==> config.mk <==
export PLATFORM = sky130hd
export DESIGN_NAME = mem_bus_initiator
export DESIGN_NICKNAME = d
export VERILOG_FILES = /design/src/rtl/mem_bus_initiator.sv
export SDC_FILE = /design/constraint.sdc
export NUM_CORES = 1
export LEC_CHECK = 0
export ABC_AREA = 1
export CAP_MARGIN = 10
export CORE_MARGIN = 3
export CORE_UTILIZATION = 30
export CTS_CLUSTER_SIZE = 16
export DETAILED_ROUTE_END_ITERATION = 8
export GPL_TIMING_DRIVEN = 0
export PLACE_DENSITY = 0.74
export SYNTH_ARGS = -nofsm -noshare
export SYNTH_HDL_FRONTEND = slang
export SYNTH_SLANG_ARGS = --single-unit
==> constraint.sdc <==
create_clock -name i_clock -period 1.23 [get_ports i_clock]
set_input_delay 0.246 -clock i_clock [delete_from_list [all_inputs] [get_ports i_clock]]
set_output_delay 0.246 -clock i_clock [all_outputs]
set_load 0.05 [all_outputs]
==> src/rtl/mem_bus_initiator.sv <==
// mem_bus_initiator
//   CPU-side initiator for the shared memory bus. Two internal clients
//   (instruction fetch, read-only; load/store unit, read/write with byte
//   enables) are arbitrated round-robin. One transaction at a time is
//   carried to the bus, and the winner gets a one-cycle done pulse.
//
//   Optional feature macro: MEM_TIMEOUT_EN
//     When it is defined, a WAIT-cycle limit (TIMEOUT_CYCLES) aborts a bus
//     transaction that never sees ready. The abort sets the sticky o_error
//     output and returns data 0 to the winner.
//
// Ports
//   i_clock, i_reset            clock (rising edge), synchronous active-high reset
//   i_fetch_req/_address        fetch request (held until done), word address
//   o_fetch_data/_done          fetch read data, one-cycle completion pulse
//   i_data_req/_write/_address  load/store request, 1 = store, address
//   i_data_wdata/_byte_en       store data and byte enables
//   o_data_rdata/_done          load data, one-cycle completion pulse
//   o_mem_address/_wdata/_byte_en  bus request fields (byte_en all ones on reads)
//   o_mem_read/_write           bus strobes, never both high
//   i_mem_rdata/_ready          responder read data and completion
//   o_error                     sticky timeout flag (MEM_TIMEOUT_EN only)
//
// state   | meaning
// --------+--------------------------------------------------------
// IDLE    | sample both requests, pick a winner, capture its request
// ISSUE   | first strobe cycle; ready is ignored here
// WAIT    | strobe held until ready (or the timeout, when enabled)
// RESPOND | winner's done pulses for one cycle

module mem_bus_initiator #(
  parameter int ADDR_WIDTH = 32,
  parameter int DATA_WIDTH = 32
`ifdef MEM_TIMEOUT_EN
  , parameter int TIMEOUT_CYCLES = 256
`endif
) (
  input  logic                    i_clock,
  input  logic                    i_reset,
  input  logic                    i_fetch_req,
  input  logic [ADDR_WIDTH-1:0]   i_fetch_address,
  output logic [DATA_WIDTH-1:0]   o_fetch_data,
  output logic                    o_fetch_done,
  input  logic                    i_data_req,
  input  logic                    i_data_write,
  input  logic [ADDR_WIDTH-1:0]   i_data_address,
  input  logic [DATA_WIDTH-1:0]   i_data_wdata,
  input  logic [DATA_WIDTH/8-1:0] i_data_byte_en,
  output logic [DATA_WIDTH-1:0]   o_data_rdata,
  output logic                    o_data_done,
  output logic [ADDR_WIDTH-1:0]   o_mem_address,
  output logic [DATA_WIDTH-1:0]   o_mem_wdata,
  output logic [DATA_WIDTH/8-1:0] o_mem_byte_en,
  output logic                    o_mem_read,
  output logic                    o_mem_write,
  input  logic [DATA_WIDTH-1:0]   i_mem_rdata,
  input  logic                    i_mem_ready
`ifdef MEM_TIMEOUT_EN
  , output logic                  o_error
`endif
);

  localparam int BE_W = DATA_WIDTH / 8;

  typedef enum logic [1:0] {
    S_IDLE    = 2'd0,
    S_ISSUE   = 2'd1,
    S_WAIT    = 2'd2,
    S_RESPOND = 2'd3
  } state_t;

  state_t                state_q, state_d;
  logic                  ptr_q, ptr_d;           // 1 = data client favoured on a tie
  logic                  win_data_q, win_data_d; // 1 = current winner is load/store
  logic                  wr_q, wr_d;
  logic [ADDR_WIDTH-1:0] addr_q, addr_d;
  logic [DATA_WIDTH-1:0] wdata_q, wdata_d;
  logic [BE_W-1:0]       be_q, be_d;
  logic [DATA_WIDTH-1:0] fetch_data_q, fetch_data_d;
  logic [DATA_WIDTH-1:0] data_rdata_q, data_rdata_d;
  logic                  grant_data;

`ifdef MEM_TIMEOUT_EN
  localparam int CNT_W = (TIMEOUT_CYCLES > 1) ? $clog2(TIMEOUT_CYCLES) : 1;
  logic [CNT_W-1:0] cnt_q, cnt_d;
  logic             error_q, error_d;
`endif

  always_comb begin
    state_d      = state_q;
    ptr_d        = ptr_q;
    win_data_d   = win_data_q;
    wr_d         = wr_q;
    addr_d       = addr_q;
    wdata_d      = wdata_q;
    be_d         = be_q;
    fetch_data_d = fetch_data_q;
    data_rdata_d = data_rdata_q;
    grant_data   = 1'b0;
`ifdef MEM_TIMEOUT_EN
    cnt_d        = cnt_q;
    error_d      = error_q;
`endif

    case (state_q)
      S_IDLE: begin
        if (i_fetch_req || i_data_req) begin
          grant_data = i_data_req && (!i_fetch_req || ptr_q);
          // On a tie the pointer moves to the loser, so it wins the next tie.
          if (i_fetch_req && i_data_req) begin
            ptr_d = ~ptr_q;
          end
          win_data_d = grant_data;
          if (grant_data) begin
            addr_d  = i_data_address;
            wr_d    = i_data_write;
            wdata_d = i_data_write ? i_data_wdata : '0;
            be_d    = i_data_write ? i_data_byte_en : '1;
          end else begin
            addr_d  = i_fetch_address;
            wr_d    = 1'b0;
            wdata_d = '0;
            be_d    = '1;
          end
          state_d = S_ISSUE;
        end
      end

      S_ISSUE: begin
`ifdef MEM_TIMEOUT_EN
        // The counter reaches zero on the last permitted WAIT cycle.
        cnt_d = CNT_W'(TIMEOUT_CYCLES - 1);
`endif
        state_d = S_WAIT;
      end

      S_WAIT: begin
        if (i_mem_ready) begin
          if (!wr_q) begin
            if (win_data_q) data_rdata_d = i_mem_rdata;
            else            fetch_data_d = i_mem_rdata;
          end
          state_d = S_RESPOND;
        end
`ifdef MEM_TIMEOUT_EN
        else if (cnt_q == '0) begin
          error_d = 1'b1;
          if (win_data_q) data_rdata_d = '0;
          else            fetch_data_d = '0;
          state_d = S_RESPOND;
        end else begin
          cnt_d = cnt_q - 1'b1;
        end
`endif
      end

      S_RESPOND: begin
        state_d = S_IDLE;
      end

      default: begin
        state_d = S_IDLE;
      end
    endcase
  end

  always_ff @(posedge i_clock) begin
    if (i_reset) begin
      state_q      <= S_IDLE;
      ptr_q        <= 1'b1;
      win_data_q   <= 1'b0;
      wr_q         <= 1'b0;
      addr_q       <= '0;
      wdata_q      <= '0;
      be_q         <= '0;
      fetch_data_q <= '0;
      data_rdata_q <= '0;
`ifdef MEM_TIMEOUT_EN
      cnt_q        <= '0;
      error_q      <= 1'b0;
`endif
    end else begin
      state_q      <= state_d;
      ptr_q        <= ptr_d;
      win_data_q   <= win_data_d;
      wr_q         <= wr_d;
      addr_q       <= addr_d;
      wdata_q      <= wdata_d;
      be_q         <= be_d;
      fetch_data_q <= fetch_data_d;
      data_rdata_q <= data_rdata_d;
`ifdef MEM_TIMEOUT_EN
      cnt_q        <= cnt_d;
      error_q      <= error_d;
`endif
    end
  end

  logic bus_active;
  assign bus_active    = (state_q == S_ISSUE) || (state_q == S_WAIT);

  assign o_mem_address = addr_q;
  assign o_mem_wdata   = wdata_q;
  assign o_mem_byte_en = be_q;
  assign o_mem_read    = bus_active && !wr_q;
  assign o_mem_write   = bus_active && wr_q;

  assign o_fetch_data  = fetch_data_q;
  assign o_data_rdata  = data_rdata_q;
  assign o_fetch_done  = (state_q == S_RESPOND) && !win_data_q;
  assign o_data_done   = (state_q == S_RESPOND) && win_data_q;

`ifdef MEM_TIMEOUT_EN
  assign o_error       = error_q;
`endif

endmodule

# After elaboration in Yosys (flattened, before gate mapping)
# Index checks and enable logic that the tools add are counted.
# W data, S select, Z words.
totals:
  ff_bits: 137
  word_cells: 44
  output_inout_bits: 136
  in_bits: 138
classes:
  eq_ne: 5
  bitwise: 3
  muxes: 9
  n_reduce_logical: 18
op_table:
  columns: ["op", "n"]
  rows:
  - ["$mux W32", 3]
  - ["$mux W4", 2]
  - ["$pmux W2 S4", 1]
  - ["$reduce_and A4 Y1", 2]
  - ["$logic_and A1 B1 Y1", 6]
  - ["$eq A2 B2 Y1 const B", 2]
  - ["$mux W2", 2]
  - ["$ne A2 B2 Y1 const B", 2]
  - ["$reduce_and A2 Y1", 2]
  - ["$logic_not A1 Y1", 3]
  - ["$logic_or A1 B1 Y1", 3]
  - ["$not A1 Y1", 3]
  - ["$reduce_and A3 Y1", 1]
  - ["$eq A2 B1 Y1 const B", 1]
  - ["$logic_not A2 Y1", 1]
  - ["$mux W1", 1]

# Depth between registers and ports, before layout
logic_depth:
  ltp_word: 4
  ltp_mapped: 8
  mapped_depth_nobuf: 7

# Least setup slack after synthesis
# No wires, ideal clock.
synth_path:
  path_type: "register to output"
  from: "register state_q[1]"
  to: "output port o_mem_read"
  arrival_ns: 1.368
  n_path_buf: 0
  stages_incl_launch_ff: 5
  path_slack_ns: -0.384
  required_ns: 0.984
  path_cell_list: "dfxtp_1 > inv_1 > ha_1 > inv_1 > nor2_1"
synth_via:
  elab_chain_cells: 3
  word_cells_on_any_way: 4
  cone_classes: "eq/ne (2); reduce/logical (2)"
synth_lines:
  columns: ["element", "line", "source"]
  rows:
  - ["from (decl)", "72", "state_t state_q, state_d;"]
  - ["from (signal assigned)", "183", "state_q <= state_d;"]
  - ["$eq A2 B1 Y1 / $eq A2 B2 Y1 (equally long branches)", "200", "assign bus_active = (state_q == S_ISSUE) || (state_q == S_WAIT);"]
  - ["$logic_or A1 B1 Y1 *", "200", null]
  - ["$logic_and A1 B1 Y1 *", "205", "assign o_mem_read = bus_active && !wr_q;"]
  - ["to (decl)", "54", "output logic o_mem_read,"]
# Mark *: on every way between the ends. The rest lies on a longest branch, timed or not.

# Worst setup path after layout
layout_path:
  from: "register state_q[0]"
  to: "output port o_mem_read"
# The elaborated chain is that of the path after synthesis.

==> flow_summary.json <==
{
  "grt_first_pass_wirelength_um": 30500,
  "ys_ff_latch": 137,
  "grt_pass1_vias": 5785,
  "synthTopCellsByArea": "dfxtp_1, nor2_1, nand2_1, a21oi_1, nand3_1",
  "fin_crit_ns": 1.63,
  "die_w_um": 142,
  "met3_usage": 0.0665,
  "dr.pass1.iters": 5,
  "synth_cell_type_count": 17,
  "r2r_cells": 7,
  "place_congestion": 0.880,
  "ir_worst_vdd_uv": 1130,
  "timing.setup.tns_ns": -18.47,
  "ys.warnings.count": 0,
  "die_h_um": 142,
  "startpoint": "state_q[0]",
  "gr-usage-met1": 0.223,
  "power_density_nw_per_um2": 2080,
  "grt_max_degree": 17,
  "syn_avg_cell_area_um2": 7.18,
  "synth_top_area_share": 0.494,
  "drive_above_1_share": 0.318,
  "diodes": 0,
  "routedWlPerCell_um": 16.3,
  "seq_area_frac_synth": 0.494,
  "nFillCells": 1692,
  "hold_viol_final": 0,
  "slew_viol_final": 0,
  "vias": 6323,
  "drtIter0Drc": 262,
  "reg2reg_from": "state_q[1]",
  "cp.arrival_ns": 1.39,
  "track_usage": 0.192,
  "initial_core_util": 0.307,
  "grt-busiest-layer": "met2",
  "fmax_mhz": 613,
  "ys.flop_type": "dfxtp_1",
  "fin_nets": 1233,
  "cts.clk_slew.worst_paths_ns": 0.06,
  "grtUsageMet2": 0.325,
  "finalCritPeriodShare": 1.33,
  "synth_edf_count": 0,
  "critPathLaunchType": "flip-flop",
  "die_area_um2": 20200,
  "yosysTopAreaCell": "dfxtp_1",
  "place_ws_ns": -0.710,
  "synth_nets": 914,
  "cts_buffers": 17,
  "row_count": 49,
  "antenna_found_initial": 2,
  "yosysMostFrequentCell": "nor2_1",
  "async_flop_share": 0,
  "worst_pin_slew_ns": 0.647,
  "insertion_delay_ns": 0.42,
  "gr-total-overflow": 0,
  "min_from": "i_data_req",
  "drtAntennaViolNets": 0,
  "via_per_inst": 4.74,
  "clock_path_buffers": 2,
  "setup_viol": 139,
  "slew_headroom": 0.568,
  "syn2layout_area_growth_pct": 81.3,
  "rsz0062_at_grt": "true",
  "clkSinkCount": 137,
  "numPortBuffers": 270,
  "setup.worst_path.class": "flip-flop to output pin",
  "skew_ns": 0.0106,
  "drv_cap": 0,
  "violations": "setup timing",
  "htree_levels": 4,
  "drc": 0,
  "p_leak_nw": 4.40,
  "hold_path.class": "input pin to flip-flop",
  "pin_count": 274,
  "worst-endpoint-required_ns": 0.98,
  "core_um2": 18100,
  "yosys-top-cells-count": "nor2_1, dfxtp_1, nand2_1, inv_1, a21oi_1",
  "dp_hpwl_um": 15200,
  "cts-root-buf": "clkbuf_16",
  "layout_setup_ws_ns": -0.401,
  "postSynthCellCount": 773,
  "drt_wl_total_um": 21700,
  "hold_depth": 3,
  "critPathCaptureType": "output pin",
  "cts_tree": "built",
  "syn_area_um2": 5550,
  "hold_buffers": 0,
  "path_max_fanout": 3,
  "outcome": "complete, but fails checks"
}
-- routing by layer --
metal,part of all wire,wire [um]
met1,0.40,8640
met2,0.48,10500
met3,0.093,2010
met4,0.024,519
met5,0.0012,27
-- placed cells by master, fill, tap and decap left out, types with 2 or more instances in the layout --
cell type / n
buf_1: 6
o21ai_0: 35
a21oi_2: 23
clkdlybuf4s50_1: 133
inv_4: 2
nand4_1: 33
buf_4: 101
clkbuf_16: 22
clkbuf_1: 16
buf_8: 12
dfxtp_1: 111
buf_2: 2
clkinv_4: 2
o21ai_2: 2
clkbuf_2: 3
nor2_2: 3
dfxtp_2: 25
nand3_1: 34
o21ai_4: 2
clkbuf_4: 2
clkinvlp_4: 4
inv_2: 3
ha_4: 2
inv_1: 73
nor2_1: 137
buf_6: 76
bufinv_16: 3
nand3_2: 29
clkbuf_8: 2
nand2_2: 12
nand2_4: 4
clkinv_8: 2
nand2_1: 101
a21oi_1: 45
o21ai_1: 28
inv_6: 5
nand3_4: 4
-- cell families after synthesis --
family / after synthesis / synth area share
compound gates: 135 / 0.124
fa+ha+maj: 3 / 0.00676
flops: 137 / 0.494
simple gates: 358 / 0.272
buf+inv: 140 / 0.103
-- registers in the layout (all words and copies together) (netlist names) --
| name | count |
|---|---|
| o_data_rdata | 32 |
| o_fetch_data | 32 |
| o_mem_address | 32 |
| o_mem_byte_en | 4 |
| o_mem_wdata | 32 |
| ptr_q | 1 |
| state_q | 2 |
| win_data_q | 1 |
| wr_q | 1 |
-- what timing repair did --
action | in CTS | in global routing
pin swaps | 2 | 47
endpoints found under the hold margin | 0 | 0
cloned | 0 | 13
endpoints found under the setup margin | 271 | 236
resized for setup | 891 | 233
setup buffers | 2 | 15
-- critical path, stage by stage, from the launching register on --
cell and delay, ns:
dfxtp_2 0.33, inv_2 0.06, ha_4 0.28, inv_2 0.03
nor2_2 0.10, buf_6 0.17
-- where the power goes --
part | total [mW] | internal (mW) | switching (mW)
logic | 9.86 | 3.96 | 5.90
clock network | 5.39 | 3.33 | 2.06
registers | 5.72 | 5.23 | 0.481
-- final cells by class --
cell class / instances / area, um^2 / area share
clock buffer: 20 / 457 / 0.0454
sequential: 137 / 2780 / 0.276
clock inverter: 12 / 161 / 0.0160
inverter: 82 / 339 / 0.0337
buffer: 58 / 479 / 0.0476
multi-input combinational: 497 / 2650 / 0.264
timing repair inverter: 1 / 16.3 / 0.00162
tap: 229 / 287 / 0.0285
timing repair buffer: 298 / 2900 / 0.288
-- stage by stage --
stage                     instances  hold WS (ns)  total power, mW  instance area (um^2)   util
after floorplan                 773         0.367             10.6                  5590      -
after global placement         1272         0.451             13.3                  8580  0.475
after detailed placement       1272         0.456             13.4                  8580  0.475
after CTS                      1306         0.235             19.0                  9080  0.502
after global routing           1334         0.314             22.0                 10100  0.557
final                          1334         0.319             21.0                 10100  0.557
-- path summary, 6_finish.rpt --
check,end,slack (ns)
worst max-delay path,o_mem_read,-0.40
worst min-delay path,ptr_q,0.32
worst max register to register,o_data_rdata[18],-0.27
worst min register to register,o_mem_wdata[19],0.47
Note: power is estimated with default switching activity, not from simulation.
